===== config.mk =====
export PLATFORM = sky130hd
export DESIGN_NAME = fetch_unit
export DESIGN_NICKNAME = d
export VERILOG_FILES = /design/src/rtl/fetch_unit.sv
export SDC_FILE = /design/constraint.sdc
export NUM_CORES = 1
export LEC_CHECK = 0
export ABC_AREA = 1
export BUFFER_PORTS_ARGS = -buffer_cell sky130_fd_sc_hd__buf_4
export CAP_MARGIN = 25
export CORE_ASPECT_RATIO = 0.8
export CORE_MARGIN = 2
export CORE_UTILIZATION = 53
export DETAILED_ROUTE_END_ITERATION = 8
export GPL_ROUTABILITY_DRIVEN = 0
export PLACE_DENSITY = 0.73
export SETUP_SLACK_MARGIN = 0.5
export SLEW_MARGIN = 20
export SYNTH_ARGS = -nofsm -noshare
export SYNTH_HDL_FRONTEND = slang
export SYNTH_SLANG_ARGS = --single-unit
export TNS_END_PERCENT = 100

===== constraint.sdc =====
create_clock -name clk -period 5.12 [get_ports clk]
set_input_delay 1.28 -clock clk [delete_from_list [all_inputs] [get_ports clk]]
set_output_delay 1.28 -clock clk [all_outputs]
set_load 0.05 [all_outputs]

===== src/rtl/fetch_unit.sv =====
// -----------------------------------------------------------------------------
// fetch_unit
//
// Instruction fetch stage directly upstream of decode. It walks sequential
// word-aligned PCs, issues in-order requests to instruction memory, remembers
// the PC of every accepted request in a tag queue, and stores returned
// instructions with their PCs in a small FIFO that feeds decode over a
// valid/ready handshake. A redirect from execute flushes the FIFO and turns
// every request still in flight into a response that must be thrown away.
//
// Parameters
//   RESET_PC  PC of the first fetch after reset (bits [1:0] must be 0)
//   DEPTH     FIFO entries, and the cap on in-flight + buffered instructions
//             (power of 2, >= 2)
//
// Ports
//   clk             clock, all state updates on the rising edge
//   rst             synchronous active-high reset
//   imem_req_valid  fetch request valid
//   imem_req_ready  memory accepts the request this cycle
//   imem_req_addr   fetch address (word aligned)
//   imem_rsp_valid  response valid (in order, at most one per cycle)
//   imem_rsp_inst   returned instruction word
//   redirect_valid  branch/jump redirect from execute
//   redirect_pc     redirect target (low two bits are ignored)
//   id_valid        id_inst/id_pc hold a valid instruction
//   id_ready        decode accepts the instruction
//   id_inst         instruction to decode (NOP when the FIFO is empty)
//   id_pc           PC of id_inst (0 when the FIFO is empty)
// -----------------------------------------------------------------------------
module fetch_unit #(
  parameter logic [31:0] RESET_PC = 32'h0000_0000,
  parameter int unsigned DEPTH    = 4
) (
  input  logic        clk,
  input  logic        rst,
  output logic        imem_req_valid,
  input  logic        imem_req_ready,
  output logic [31:0] imem_req_addr,
  input  logic        imem_rsp_valid,
  input  logic [31:0] imem_rsp_inst,
  input  logic        redirect_valid,
  input  logic [31:0] redirect_pc,
  output logic        id_valid,
  input  logic        id_ready,
  output logic [31:0] id_inst,
  output logic [31:0] id_pc
);

  localparam int unsigned    PTR_W     = $clog2(DEPTH);
  localparam int unsigned    CNT_W     = $clog2(DEPTH + 1);
  localparam logic [CNT_W:0] DEPTH_LIM = (CNT_W + 1)'(DEPTH);
  localparam logic [31:0]    NOP_INST  = 32'h0000_0013;

  typedef struct packed {
    logic [31:0] inst;
    logic [31:0] pc;
  } entry_t;

  // Control state
  logic [31:0]      fetch_pc;
  logic [CNT_W-1:0] outstanding;   // requests accepted, response not yet seen
  logic [CNT_W-1:0] drop_cnt;      // in-flight responses to discard
  logic [CNT_W-1:0] buf_count;
  logic [PTR_W-1:0] tag_wr_ptr;
  logic [PTR_W-1:0] tag_rd_ptr;
  logic [PTR_W-1:0] buf_wr_ptr;
  logic [PTR_W-1:0] buf_rd_ptr;

  // Storage
  logic [31:0] tag_mem [DEPTH];
  entry_t      buf_mem [DEPTH];

  // Per-cycle events
  logic credit_ok;
  logic req_fire;
  logic rsp_take;
  logic rsp_keep;
  logic id_fire;

  // NOTE: every signal driven here gets a value on every path through the
  // block; leaving one unassigned on some path would infer a latch.
  always_comb begin
    // Responses and pops landing this cycle are deliberately not credited,
    // which keeps the request path free of the memory/decode inputs.
    credit_ok      = ({1'b0, outstanding} + {1'b0, buf_count}) < DEPTH_LIM;
    imem_req_valid = !rst && !redirect_valid && credit_ok && (drop_cnt == '0);
    imem_req_addr  = fetch_pc;
    req_fire       = imem_req_valid && imem_req_ready;

    // A response with nothing outstanding is illegal and simply ignored.
    rsp_take       = imem_rsp_valid && (outstanding != '0);
    rsp_keep       = rsp_take && (drop_cnt == '0) && !redirect_valid;

    id_valid       = !rst && (buf_count != '0);
    id_fire        = id_valid && id_ready;
    id_inst        = id_valid ? buf_mem[buf_rd_ptr].inst : NOP_INST;
    id_pc          = id_valid ? buf_mem[buf_rd_ptr].pc   : 32'h0;
  end

  always_ff @(posedge clk) begin
    if (rst) begin
      fetch_pc    <= RESET_PC;
      outstanding <= '0;
      drop_cnt    <= '0;
      buf_count   <= '0;
      tag_wr_ptr  <= '0;
      tag_rd_ptr  <= '0;
      buf_wr_ptr  <= '0;
      buf_rd_ptr  <= '0;
    end else begin
      // The tag queue tracks the memory, not the FIFO: it pops on every
      // response, dropped or kept, so tags and drop_cnt stay in step.
      outstanding <= outstanding + CNT_W'(req_fire) - CNT_W'(rsp_take);
      if (req_fire) tag_wr_ptr <= tag_wr_ptr + 1'b1;
      if (rsp_take) tag_rd_ptr <= tag_rd_ptr + 1'b1;

      if (redirect_valid) begin
        // No request fires in a redirect cycle, so everything still in
        // flight after this edge is stale.
        fetch_pc   <= redirect_pc & 32'hFFFF_FFFC;
        drop_cnt   <= outstanding - CNT_W'(rsp_take);
        buf_count  <= '0;
        buf_wr_ptr <= '0;
        buf_rd_ptr <= '0;
      end else begin
        if (req_fire) fetch_pc <= fetch_pc + 32'd4;
        if (rsp_take && (drop_cnt != '0)) drop_cnt <= drop_cnt - 1'b1;
        if (rsp_keep) buf_wr_ptr <= buf_wr_ptr + 1'b1;
        if (id_fire)  buf_rd_ptr <= buf_rd_ptr + 1'b1;
        buf_count <= buf_count + CNT_W'(rsp_keep) - CNT_W'(id_fire);
      end
    end
  end

  // NOTE: the storage arrays are not reset; the pointers and counts above
  // decide which entries are meaningful, so stale contents are never seen.
  always_ff @(posedge clk) begin
    if (req_fire) tag_mem[tag_wr_ptr] <= fetch_pc;
    if (rsp_keep) buf_mem[buf_wr_ptr] <= '{inst: imem_rsp_inst, pc: tag_mem[tag_rd_ptr]};
  end

  // A response must always belong to an accepted request.
  rsp_without_request: assert property (
    @(posedge clk) disable iff (rst) !(imem_rsp_valid && (outstanding == '0))
  );

endmodule

Yosys cells after proc, flatten, opt, wreduce, memory -nomap -nowiden
Memories as Yosys holds them, arrays and structs flattened. A register that Yosys moved wholly into a read port is not among the register bits.
Cells that the tools add are included.
{ "word_totals": {"ff_bits": 49, "ram_bits": 384, "inputBits": 70, "out_inout_bits": 98, "wordCells": 57, "n_memories": 2} }
{ "memory_table": {"columns": ["name", "depth", "width", "rd", "rd_clocked_by_memory_dff", "wr", "line", "text"], "rows": [
  ["buf_mem", 4, 64, 1, 1, 1, "72", "entry_t buf_mem [DEPTH];"],
  ["tag_mem", 4, 32, 1, 1, 1, "71", "logic [31:0] tag_mem [DEPTH];"]
]} }
{ "classes": {"n_addsub": 12, "order_cmp": 1, "mux": 14, "reduce_logical": 19} }
{ "ops": {"columns": ["operator", "count"], "rows": [
  ["two-way mux 32 bit", 4],
  ["adder 32 x 3 -> 32 bit (second input constant)", 1],
  ["logical AND 1 bit", 10],
  ["nonzero test 3 bit", 3],
  ["subtractor 3 x 1 -> 3 bit", 3],
  ["adder 2 x 1 -> 2 bit (second input constant)", 4],
  ["two-way mux 2 bit", 4],
  ["adder 3 x 1 -> 3 bit", 2],
  ["two-way mux 3 bit", 2],
  ["adder 3 x 3 -> 4 bit", 1],
  ["less-than comparator 4 x 3 -> 1 bit (second input constant)", 1],
  ["two-way mux 1 bit", 4],
  ["nonzero test 2 bit", 2],
  ["logical NOT 3 bit", 1],
  ["subtractor 3 x 1 -> 3 bit (second input constant)", 1],
  ["logical NOT 1 bit", 2],
  ["OR reduction 2 bit", 1]
]} }

Depth between registers and ports, before layout
{ "logic_depth": {"depth_word": 7, "depth_mapped": 13, "mapped_depth_nobuf": 12} }

Worst setup path before layout
No wires, ideal clock.
{ "synth_path": {"path_type": "input -> register", "start": "input imem_rsp_valid", "end": "memory buf_mem[0][10] in the netlist's numbering (enable)", "arrival_time_ps": 4448, "path_slack_ps": 190, "stages": 3, "path_cell_list": "a21boi_2 -> nand3_1 -> nor2_1"} }
{ "synth_between": {"elab_chain_len": 5} }
{ "synth_lines": {"columns": ["item", "line", "text"], "rows": [
  ["start, declared", "40", "input logic imem_rsp_valid,"],
  ["logical AND 1 bit", "92", "rsp_take = imem_rsp_valid && (outstanding != '0);"],
  ["logical AND 1 bit (2 in series)", "93", "rsp_keep = rsp_take && (drop_cnt == '0) && !redirect_valid;"],
  ["two-way mux 1 bit", "140", "if (rsp_keep) buf_mem[buf_wr_ptr] <= '{inst: imem_rsp_inst, pc: tag_mem[tag_rd_ptr]};"],
  ["two-way mux 1 bit (not written as such)", "140", null],
  ["end, declared", "72", null]
]} }
Every way passes these cells.

Final worst setup path
{ "layout_path": {"start": "input rst", "end": "output id_pc[9]"} }
{ "layout_between": {"elab_chain_len": 3} }
{ "layout_lines": {"columns": ["item", "line", "text"], "rows": [
  ["start, declared", "36", "input logic rst,"],
  ["logical NOT 1 bit", "95", "id_valid = !rst && (buf_count != '0);"],
  ["logical AND 1 bit", "95", null],
  ["two-way mux 32 bit", "98", "id_pc = id_valid ? buf_mem[buf_rd_ptr].pc : 32'h0;"],
  ["end, declared", "47", "output logic [31:0] id_pc"]
]} }
Every way passes these cells.

==> results.sh <==
export IMPL_drive_gt1_share_pct=15.3
export IMPL_p_int_mw=5.85
export IMPL_clkTransAtPathRegs_ns=0.06
export IMPL_worstSetupPathType="in2out"
export IMPL_period_share_pct=79.7
export IMPL_dpl_cell_count=2053
export IMPL_cp_data_arrival_time_ns=2.80
export IMPL_cts_root_buffer="clkbuf_16"
export IMPL_clock_latency_ns=0.52
export IMPL_final_cell_mix="nor2_1 (372), edfxtp_1 (368), o21ai_0 (209)"
export IMPL_min_path_type="reg2reg"
export IMPL_p_switching_mw=1.98
export IMPL_setup_tns_final_ns=0
export IMPL_skew_ns=0.0188
export IMPL_path_cells="buf_4, nor2_2, inv_2, buf_12, a21oi_1, buf_4"
export IMPL_start_util_pct=54.3
export IMPL_die_area_mm2=0.0339
export IMPL_critPathTopFamily="buffers and inverters"
export IMPL_ys_ff_latch=419
export IMPL_drv_cap=0
export IMPL_relSlewSlack_pct=36.8
export IMPL_fill_cells=2449
export IMPL_fp_dieH_um=165
export IMPL_tritoncts="built"
export IMPL_grt_total_usage_pct=23.1
export IMPL_pwr_density_cell_mw_per_mm2=389
export IMPL_cts_buffers=40
export IMPL_area_delta_synth_final_pct=16.8
export IMPL_rows=58
export IMPL_overflow=0
export IMPL_postSynthAreaPerCell_um2=11.3
export IMPL_grt_max_degree=71
export IMPL_synth_edf_count=368
export IMPL_grt_pass1_vias=11243
export IMPL_setup_viol=0
export IMPL_drv_slew=0
export IMPL_synth_distinct_cells=38
export IMPL_period_minus_slack_ns=4.08
export IMPL_cp_required_ns=3.84
export IMPL_die_w_um=205
export IMPL_routed_via_density=5.44
export IMPL_pwr_share_seq_pct=51.8
export IMPL_port_buffers=161
export IMPL_rsz0062_at_grt="false"
export IMPL_post_synth_instance_area_mm2=0.0172
export IMPL_drcViolationCount=0
export IMPL_path_max_fanout=31
export IMPL_stdcell_count=2123
export IMPL_hold_buffers=0
export IMPL_h_tree_depth=2
export IMPL_drtPass1Iterations=5
export IMPL_mostFrequentLayoutCell="nor2_1"
export IMPL_grt_pass1_wl_um=60600
export IMPL_antenna_found_initial=0
export IMPL_hpwlAfterDp_um=23400
export IMPL_wirelength_um=38800
export IMPL_drt_wirelength_per_cell_um=18.3
export IMPL_netlist_instances=1528
export IMPL_crit_path_end_kind="primary output"
export IMPL_max_freq_mhz=245
export IMPL_drt_antenna_violating_nets=0
export IMPL_clk_path_buf_depth=3
export IMPL_post_cts_buffers=0
export IMPL_clock_sinks=419
export IMPL_ys_seq_area_share_pct=70.1
export IMPL_leakagePower_nw=7.22
export IMPL_ys_warn_count=0
export IMPL_ys_dominant_reg_cell="edfxtp_1"
export IMPL_clock_power_share_pct=35.5
export IMPL_pwr_share_comb_pct=12.7
export IMPL_ioPinCount=168
export IMPL_cp_slowest_cell="inv_2"
export IMPL_nets=1766
export IMPL_critical_path_max_stage_delay_ns=0.30
export IMPL_crit_buf_inv=4
export IMPL_coreArea_mm2=0.0317
export IMPL_swShare_pct=25.3
export IMPL_status="finished, final reports clean"
export IMPL_route_vias_total=11551
export IMPL_async_flop_share_pct=0
export IMPL_cts_resized_gates=0
export IMPL_finalHoldViolations=0
export IMPL_ir_drop_uv=300
export IMPL_crit_top_cell="buf_4"
export IMPL_startpoint_type="input pin"
export IMPL_antennaDiodeCount=0
export IMPL_drt_iter0_markers=990
export IMPL_worstMarginPinSlew_ns=0.948
## per-layer routing
layer  vias up  part of all wire (%)  GRT usage, %
met3        53                   5.9          2.83
met2       346                    49          38.9
met4         0                   1.8          5.56
li1       5596                     -             -
met1      5556                    44          32.4
met5         -                     0             0
## through the flow
stage          util, %  area (um^2)  setup slack, ns  total power [mW]  hold WS [ns]
3_3_place_gp      59.5        18900             1.10              5.08         0.437
5_1_grt           63.4        20100             1.01              8.15         0.500
3_5_place_dp      59.5        18900             1.03              5.13         0.456
4_1_cts           63.4        20100             1.10              7.88         0.467
6_report          63.4        20100             1.04              7.83         0.468
2_1_floorplan        -        17200            0.190              4.78         0.436
## Yosys cell counts (10+ instances only)
library cell / count / share of area, %
clkbuf_1: 53 / 1.2
nand2_1: 134 / 2.9
o22ai_1: 30 / 1.1
nand3_1: 31 / 0.90
a21oi_1: 91 / 2.6
nor2_1: 380 / 8.3
inv_1: 72 / 1.6
ha_1: 19 / 1.4
xor2_1: 10 / 0.51
o21ai_0: 209 / 6.1
dfxtp_1: 51 / 5.9
buf_2: 16 / 0.47
edfxtp_1: 368 / 64
## power groups by stage
| stage | combinational (mW) | clock [mW] | sequential, mW |
|---|---|---|---|
| after floorplan | 0.625 | 0 | 4.15 |
| after global placement | 0.967 | 0 | 4.12 |
| after detailed placement | 1.00 | 0 | 4.12 |
| after CTS | 1.00 | 2.82 | 4.05 |
| after global routing | 1.12 | 2.96 | 4.06 |
| final | 0.997 | 2.78 | 4.05 |
## registers in the layout, summed over array words and instances, names as in the netlist, named ones only
| register | count |
|---|---|
| buf_count | 3 |
| buf_mem | 248 |
| buf_rd_ptr | 2 |
| buf_wr_ptr | 2 |
| drop_cnt | 3 |
| imem_req_addr | 30 |
| outstanding | 3 |
| tag_mem | 120 |
| tag_rd_ptr | 2 |
| tag_wr_ptr | 2 |
## worst min-delay path, stage by stage (launching register included)
cell	delay, ns
dfxtp_1	0.31
nand2_1	0.06
a21oi_1	0.05
## final timing paths
check | from | to | slack, ns | depth (start not counted)
hold / removal | drop_cnt[1] | drop_cnt[1] | 0.47 | 2
hold reg to reg | drop_cnt[1] | drop_cnt[1] | 0.47 | 2
setup / recovery | rst | id_pc[9] | 1.04 | 6
setup reg to reg | outstanding[0] | buf_count[2] | 2.11 | 10
## area by class of cell
cell class / count / area [um^2] / area share [%]
Sequential cell: 419 / 12100 / 60.1
Multi-Input combinational cell: 952 / 4530 / 22.5
Clock buffer: 56 / 1060 / 5.28
Timing Repair Buffer: 184 / 1460 / 7.25
Inverter: 78 / 293 / 1.46
Tap cell: 420 / 526 / 2.62
Clock inverter: 14 / 153 / 0.760
## kinds of logic (layout without fill, tap and decap cells)
group           Yosys count  count (layout)  share of synthesized area (%)
buf+inv                 160             332                           3.85
xor+xnor                 14              14                          0.712
simple gates            564             564                           13.0
fa+ha+maj                21              21                           1.61
flops                   419             419                           70.1
compound gates          349             349                           10.7
other cells               1               4                         0.0218
Power figures use the tool's default switching activity.
